[config.mk]
export PLATFORM = sky130hd
export DESIGN_NAME = pipelined_adder_flat
export DESIGN_NICKNAME = d
export VERILOG_FILES = /design/src/rtl/pipelined_adder_if.sv /design/src/rtl/pipelined_adder.sv /design/src/flat_wrapper.sv
export SDC_FILE = /design/constraint.sdc
export NUM_CORES = 1
export LEC_CHECK = 0
export CAP_MARGIN = 15
export CORE_MARGIN = 5
export CORE_UTILIZATION = 45
export CTS_CLUSTER_SIZE = 40
export DETAILED_ROUTE_END_ITERATION = 16
export PLACE_DENSITY = 0.64
export SLEW_MARGIN = 20
export SYNTH_ARGS = -nofsm -noshare
export SYNTH_HDL_FRONTEND = slang
export SYNTH_SLANG_ARGS = --single-unit
[constraint.sdc]
create_clock -name Clk -period 8.77 [get_ports Clk]
set_input_delay 1.754 -clock Clk [delete_from_list [all_inputs] [get_ports Clk]]
set_output_delay 1.754 -clock Clk [all_outputs]
set_load 0.01 [all_outputs]
[src/rtl/pipelined_adder_if.sv]
// Operand/result handshake bundle for pipelined_adder.
// master drives operands and Out_ready; slave is the adder.
interface pipelined_adder_if #(
  parameter int unsigned WIDTH = 32
) ();

  logic             In_valid;
  logic             In_ready;
  logic [WIDTH-1:0] A;
  logic [WIDTH-1:0] B;
  logic             Cin;
  logic             Sub;
  logic             Out_valid;
  logic             Out_ready;
  logic [WIDTH-1:0] S;
  logic             Cout;
  logic             Overflow;

  modport master (
    output In_valid, A, B, Cin, Sub, Out_ready,
    input  In_ready, Out_valid, S, Cout, Overflow
  );

  modport slave (
    input  In_valid, A, B, Cin, Sub, Out_ready,
    output In_ready, Out_valid, S, Cout, Overflow
  );

endinterface

[src/rtl/pipelined_adder.sv]
// Pipelined segmented adder/subtractor: one SEG-bit segment per stage, carry registered between stages.
// Optional signed saturation of S on overflow when PIPE_ADDER_SAT_EN is defined.
module pipelined_adder #(
  parameter int unsigned WIDTH = 32,
  parameter int unsigned SEG   = 8
) (
  input logic              Clk,
  input logic              Reset,
  pipelined_adder_if.slave bus
);

  localparam int unsigned STAGES = WIDTH / SEG;
  localparam int unsigned SEGW   = SEG + 1;

  logic             adv;
  logic             xfer;
  logic [WIDTH-1:0] b_eff;
  logic             c0;

  // Global stall: every stage moves only when the output slot is free or being taken.
  assign adv          = !bus.Out_valid || bus.Out_ready;
  assign bus.In_ready = adv && !Reset;
  assign xfer         = bus.In_valid && bus.In_ready;
  assign b_eff        = bus.Sub ? ~bus.B : bus.B;
  assign c0           = bus.Sub | bus.Cin;

  for (genvar k = 0; k < STAGES; k++) begin : g_stg
    localparam int unsigned LOW = k * SEG;
    localparam int unsigned REM = WIDTH - LOW;

    logic             vld_in;
    logic             cy_in;
    logic [REM-1:0]   a_in;
    logic [REM-1:0]   b_in;
    logic [SEG:0]     seg;
    logic [LOW+SEG-1:0] sum_d;

    if (k == 0) begin : g_head
      assign vld_in = xfer;
      assign cy_in  = c0;
      assign a_in   = bus.A;
      assign b_in   = b_eff;
      assign sum_d  = seg[SEG-1:0];
    end else begin : g_link
      assign vld_in = g_stg[k-1].g_reg.vld_q;
      assign cy_in  = g_stg[k-1].g_reg.cy_q;
      assign a_in   = g_stg[k-1].g_reg.a_q;
      assign b_in   = g_stg[k-1].g_reg.b_q;
      assign sum_d  = {seg[SEG-1:0], g_stg[k-1].g_reg.sum_q};
    end

    assign seg = SEGW'(a_in[SEG-1:0]) + SEGW'(b_in[SEG-1:0]) + SEGW'(cy_in);

    if (k < STAGES - 1) begin : g_reg
      logic                 vld_q;
      logic                 cy_q;
      logic [REM-SEG-1:0]   a_q;
      logic [REM-SEG-1:0]   b_q;
      logic [LOW+SEG-1:0]   sum_q;

      // Intermediate stage: keep low sum bits, carry and the not-yet-added operand bits.
      always_ff @(posedge Clk) begin
        if (Reset) begin
          vld_q <= 1'b0;
          cy_q  <= 1'b0;
          a_q   <= '0;
          b_q   <= '0;
          sum_q <= '0;
        end else if (adv) begin
          vld_q <= vld_in;
          cy_q  <= seg[SEG];
          a_q   <= a_in[REM-1:SEG];
          b_q   <= b_in[REM-1:SEG];
          sum_q <= sum_d;
        end
      end
    end else begin : g_out
      logic             vld_q;
      logic             cout_q;
      logic             ovf_q;
      logic [WIDTH-1:0] s_q;
      logic             ovf_c;
      logic [WIDTH-1:0] s_c;

      // The top segment still carries the sign bits of A and Beff.
      always_comb begin
        ovf_c = (a_in[SEG-1] == b_in[SEG-1]) && (sum_d[WIDTH-1] != a_in[SEG-1]);
        s_c   = sum_d;
`ifdef PIPE_ADDER_SAT_EN
        if (ovf_c) begin
          s_c = a_in[SEG-1] ? {1'b1, {(WIDTH-1){1'b0}}} : {1'b0, {(WIDTH-1){1'b1}}};
        end
`endif
      end

      always_ff @(posedge Clk) begin
        if (Reset) begin
          vld_q  <= 1'b0;
          cout_q <= 1'b0;
          ovf_q  <= 1'b0;
          s_q    <= '0;
        end else if (adv) begin
          vld_q  <= vld_in;
          cout_q <= seg[SEG];
          ovf_q  <= ovf_c;
          s_q    <= s_c;
        end
      end

      assign bus.Out_valid = vld_q;
      assign bus.S         = s_q;
      assign bus.Cout      = cout_q;
      assign bus.Overflow  = ovf_q;
    end
  end

endmodule

[src/flat_wrapper.sv]
// flat-port wrapper written by rule: the top's interface ports become plain ports
module pipelined_adder_flat 
#(
  parameter int unsigned WIDTH = 32,
  parameter int unsigned SEG   = 8
)
  (Clk, Reset, bus_In_valid, bus_A, bus_B, bus_Cin, bus_Sub, bus_Out_ready, bus_In_ready, bus_Out_valid, bus_S, bus_Cout, bus_Overflow);
  pipelined_adder_if #(.WIDTH(WIDTH)) bus_i ();
  input logic Clk;
  input logic Reset;
  input wire logic [$bits(bus_i.In_valid)-1:0] bus_In_valid;
  input wire logic [$bits(bus_i.A)-1:0] bus_A;
  input wire logic [$bits(bus_i.B)-1:0] bus_B;
  input wire logic [$bits(bus_i.Cin)-1:0] bus_Cin;
  input wire logic [$bits(bus_i.Sub)-1:0] bus_Sub;
  input wire logic [$bits(bus_i.Out_ready)-1:0] bus_Out_ready;
  output wire logic [$bits(bus_i.In_ready)-1:0] bus_In_ready;
  output wire logic [$bits(bus_i.Out_valid)-1:0] bus_Out_valid;
  output wire logic [$bits(bus_i.S)-1:0] bus_S;
  output wire logic [$bits(bus_i.Cout)-1:0] bus_Cout;
  output wire logic [$bits(bus_i.Overflow)-1:0] bus_Overflow;
  assign bus_i.In_valid = bus_In_valid;
  assign bus_i.A = bus_A;
  assign bus_i.B = bus_B;
  assign bus_i.Cin = bus_Cin;
  assign bus_i.Sub = bus_Sub;
  assign bus_i.Out_ready = bus_Out_ready;
  assign bus_In_ready = bus_i.In_ready;
  assign bus_Out_valid = bus_i.Out_valid;
  assign bus_S = bus_i.S;
  assign bus_Cout = bus_i.Cout;
  assign bus_Overflow = bus_i.Overflow;
  pipelined_adder #(.WIDTH(WIDTH), .SEG(SEG)) u_core (.Clk(Clk), .Reset(Reset), .bus(bus_i));
endmodule
Word level (Yosys, flattened, before mapping)
Cells that the tools add are included.
Storage, ports and cells
  register bits: 185
  word-level logic and storage cells: 38
Cells by class
  bitwise operators: 2
  muxes and demuxes: 1
  add/sub/neg operators: 8
  equality and inequality tests: 2
  reductions and logical operators: 6
Operators by type and width (count)
  adder 8 x 8 -> 9 bit: 4
  adder 9 x 1 -> 9 bit: 4
  two-way mux 32 bit: 1
  NOT 32 bit: 1
  logical AND 1 bit: 3
  logical NOT 1 bit: 2
  equality test 1 bit: 1
  logical OR 1 bit: 1
  inequality test 1 bit: 1
  bitwise OR 1 bit: 1

Logic depth before layout (Yosys ltp)
  word-level depth: 4
  mapped depth: 9
  gate-level depth less buffers: 7

Worst setup path before layout
OpenSTA, ideal clock, no wires.
  path type: input -> output
  from: input port bus_Out_ready
  to: output port bus_In_ready
  stages on the path: 5
  setup slack: 4605 ps
  data arrival time: 2411 ps
  cell sequence: nand2b_1 -> buf_4 -> buf_2 -> nand2_1 -> inv_1
On the way
  word-level cells in the longest chain between the ends: 2
RTL lines
  from (decl): line flat_wrapper.sv:16  | input wire logic [$bits(bus_i.Out_ready)-1:0] bus_Out_ready;
  logical OR 1 bit: line pipelined_adder.sv:21  | assign adv = !bus.Out_valid || bus.Out_ready;
  logical AND 1 bit: line pipelined_adder.sv:22  | assign bus.In_ready = adv && !Reset;
  to (decl): line flat_wrapper.sv:17  | output wire logic [$bits(bus_i.In_ready)-1:0] bus_In_ready;
No other way between the ends.

Worst setup path in the final report
  from: input port Reset
  to: output port bus_In_ready
On the way
  word-level cells in the longest chain between the ends: 2
RTL lines
  from (decl): line flat_wrapper.sv:10  | input logic Reset;
  logical NOT 1 bit: line pipelined_adder.sv:22
  logical AND 1 bit: line pipelined_adder.sv:22
No other way between the ends.

==> impl_metrics.py <==
metrics = {
    "outcome": {
        "outcome": "finished clean",
    },
    "final_layout": {
        "fin_nets": 1144,
        "area_growth_pct": 20.2,
        "drive_gt1_share_pct": 5.33,
        "nFillCells": 1686,
        "final_cells": 1280,
        "diodes": 0,
    },
    "drt": {
        "drtIter0Drc": 451,
        "final_antenna_net_count": 0,
        "drc": 0,
        "vias_per_cell": 5.13,
        "first_pass_iters": 5,
        "drt_wl_total_um": 17800,
        "avgRoutedWirePerCell_um": 13.9,
        "vias": 6566,
    },
    "clock_network": {
        "cts_setup_buffers": 0,
        "cts_hold_buf": 0,
        "clk-insertion-delay-late_ns": 0.42,
        "cts_max_level": 4,
        "clock-sinks": 185,
        "clkTransAtPathRegs_ns": 0.06,
        "clk_path_buf_depth": 2,
        "cts_resized": 0,
        "cts_tree": "built",
        "cts_root_buf": "clkbuf_16",
        "cts_made_buffers": 17,
    },
    "min_path": {
        "min-delay-start": "u_core.bus.S[3]$_SDFFE_PP0N_",
        "hp-class": "reg2reg",
    },
    "timing": {
        "fin_ws_ns": 2.98,
        "tightest_slew_ns": 1.03,
        "finalCriticalPeriod_ns": 5.79,
        "maxSlewViolCount": 0,
        "finClkSkew_ns": 0.0120,
        "slew_headroom_pct": 30.9,
        "finalSetupViolations": 0,
        "setup_tns_ns": 0,
        "whs_ns": 0.450,
        "fmax_ghz": 0.173,
        "rsz0062_at_grt": "no",
        "finalCritPeriodShare_pct": 66.0,
        "finalHoldViolCount": 0,
    },
    "power_and_ir_drop": {
        "power_uw": 1910,
        "power.leakage_uw": 0.00371,
        "powerDensity_mw_per_mm2": 197,
        "ir_worst_vdd_uv": 140,
    },
    "synthesis": {
        "synthAdderAreaFrac_pct": 6.33,
        "synth_seq_area_share_pct": 45.9,
        "synth_top_family_by_area": "simple AND/OR/NAND/NOR gates",
        "synthArstFlopShare_pct": 0,
        "synthCells": 977,
        "yosysWarnings": 0,
        "synth-compound-area-share_pct": 18.3,
        "synth_top_cell_area_share_pct": 45.9,
        "synth-edff-count": 0,
        "synthFlopType": "dfxtp_1",
        "synth_nets": 1083,
        "synth_seq_cells": 185,
        "netlist_top_cells_area": "dfxtp_1 46%, nand2_1 13%, a21oi_1 9.5%",
        "synthSimpleGateAreaFrac_pct": 20.3,
        "synth_cell_types": 46,
        "synth-xor-area-share_pct": 4.13,
        "synth_mux_area_share_pct": 0,
        "synth_area_mm2": 0.00806,
        "yosysMostFrequentCell": "nand2_1",
        "yosysTopAreaCell": "dfxtp_1",
        "ys_top_cells_by_count": "274 x nand2_1, 185 x dfxtp_1, 153 x a21oi_1, 33 x buf_2, 33 x nand3_1",
        "syn_area_per_cell_um2": 8.25,
    },
    "die": {
        "die_x_um": 144,
        "rows": 49,
        "die_y_um": 144,
        "start_util_pct": 45.4,
        "ioPinCount": 106,
        "dieArea_mm2": 0.0207,
        "fp.coreArea_mm2": 0.0178,
    },
    "global_route": {
        "antenna_found_initial": 0,
        "first_global_vias": 5921,
        "track_usage_pct": 17.7,
        "grt_pass1_wl_um": 29800,
        "grt_overflow": 0,
        "grt_max_degree": 97,
    },
    "placed_design": {
        "dp_slack_ns": 3.00,
        "gp_routability_congestion": 0.806,
        "hpwlAfterDp_um": 12000,
        "io_buffers": 105,
        "dp.cells": 1248,
    },
    "worst_setup_path": {
        "startpoint_type": "primary input",
        "crit_family": "buffers and inverters",
        "cpPeakStageDelay_ns": 0.68,
        "startpoint": "Reset",
        "cp_slowest_cell": "inv_1",
        "critPathMostFrequentCell": "inv_1",
        "cp-end-kind": "primary output",
        "cp.required_ns": 7.02,
        "cp_max_fo": 96,
        "crit_type": "in2out",
        "cp_num_buf_inv": 4,
        "rr_startpoint": "u_core.bus.Out_valid$_SDFFE_PP0N_",
        "path_cells": "buf_6 > inv_1 > nand2_1 > inv_1 > clkdlybuf4s50_1",
        "crit_arrival_ns": 4.04,
    },
    "flow_run": {
        "cap_violations": 0,
    },
}
==> sequential cells by signal, indices dropped and copies added, names as in the netlist <==
| register | count |
|---|---|
| u_core.g_stg.g_reg.a_q | 48 |
| u_core.g_stg.g_reg.b_q | 48 |
| u_core.g_stg.g_reg.sum_q | 48 |
| u_core.bus.S | 32 |
| u_core.g_stg.g_reg.cy_q | 3 |
| u_core.g_stg.g_reg.vld_q | 3 |
| u_core.bus.Cout | 1 |
| u_core.bus.Out_valid | 1 |
| u_core.bus.Overflow | 1 |
==> area by class of cell <==
class	count	area, um^2	area share (%)
multi-input combinational	711	3970	41.0
sequential	185	3700	38.2
timing repair buffer	111	1090	11.3
clock buffer	19	453	4.67
tap	229	287	2.96
clock inverter	13	140	1.45
inverter	12	45.0	0.465
==> worst register-to-register path, cell delays in order (launching register included) <==
cell	delay [ns]
dfxtp_1	0.34
nand2b_4	0.33
buf_4	0.66
buf_4	0.82
nand2_1	0.18
o221a_2	0.29
o31a_1	0.10
==> cells in the final DEF (no fill, tap or decap), types with 17 or more instances in the layout <==
cell	netlist	routed
xnor2_1	26	26
a211oi_1	32	32
dfxtp_1	185	185
clkdlybuf4s50_1	0	103
nor2_1	32	32
clkbuf_16	0	17
o21ai_0	22	22
nand2_1	274	274
ha_1	28	28
a21oi_1	153	153
nand3_1	33	33
==> layer usage <==
layer,up-vias,share of wire [%],global-route usage [%]
li1,3453,-,-
met1,2995,51,26.3
met2,111,45,26.3
met3,7,3.8,3.66
met4,0,0.73,4.31
met5,-,0,0
==> power breakdown <==
part,switching [uW],leakage (uW),internal [uW],total [uW]
sequential,33.2,0.00152,896,929
clock,327,0.000294,438,765
combinational,109,0.00189,107,216
total,469,0.00371,1440,1910
==> cells by family (layout without fill, tap and decap cells) <==
logic type | after synthesis | count (layout)
AND/OR/NAND/NOR | 387 | 387
AO/OA/AOI/OAI | 250 | 250
flip-flops | 185 | 185
buffers and inverters | 81 | 155
XOR/XNOR | 38 | 38
adder cells (fa/ha/maj) | 36 | 36
==> metrics by stage <==
stage	area, um^2	util [%]
2_1_floorplan	8060	-
3_3_place_gp	9100	51.2
3_5_place_dp	9100	51.2
4_1_cts	9690	54.5
5_1_grt	9690	54.5
6_report	9690	54.5
==> final timing paths <==
check | cells after the start | slack [ns] | to
setup / recovery | 5 | 2.98 | bus_In_ready
hold / removal | 2 | 0.45 | u_core.bus.S[3]$_SDFFE_PP0N_
setup reg to reg | 6 | 5.95 | u_core.bus.Cout$_SDFFE_PP0N_
hold reg to reg | 2 | 0.45 | u_core.bus.S[3]$_SDFFE_PP0N_
Power figures use the tool's default switching activity.
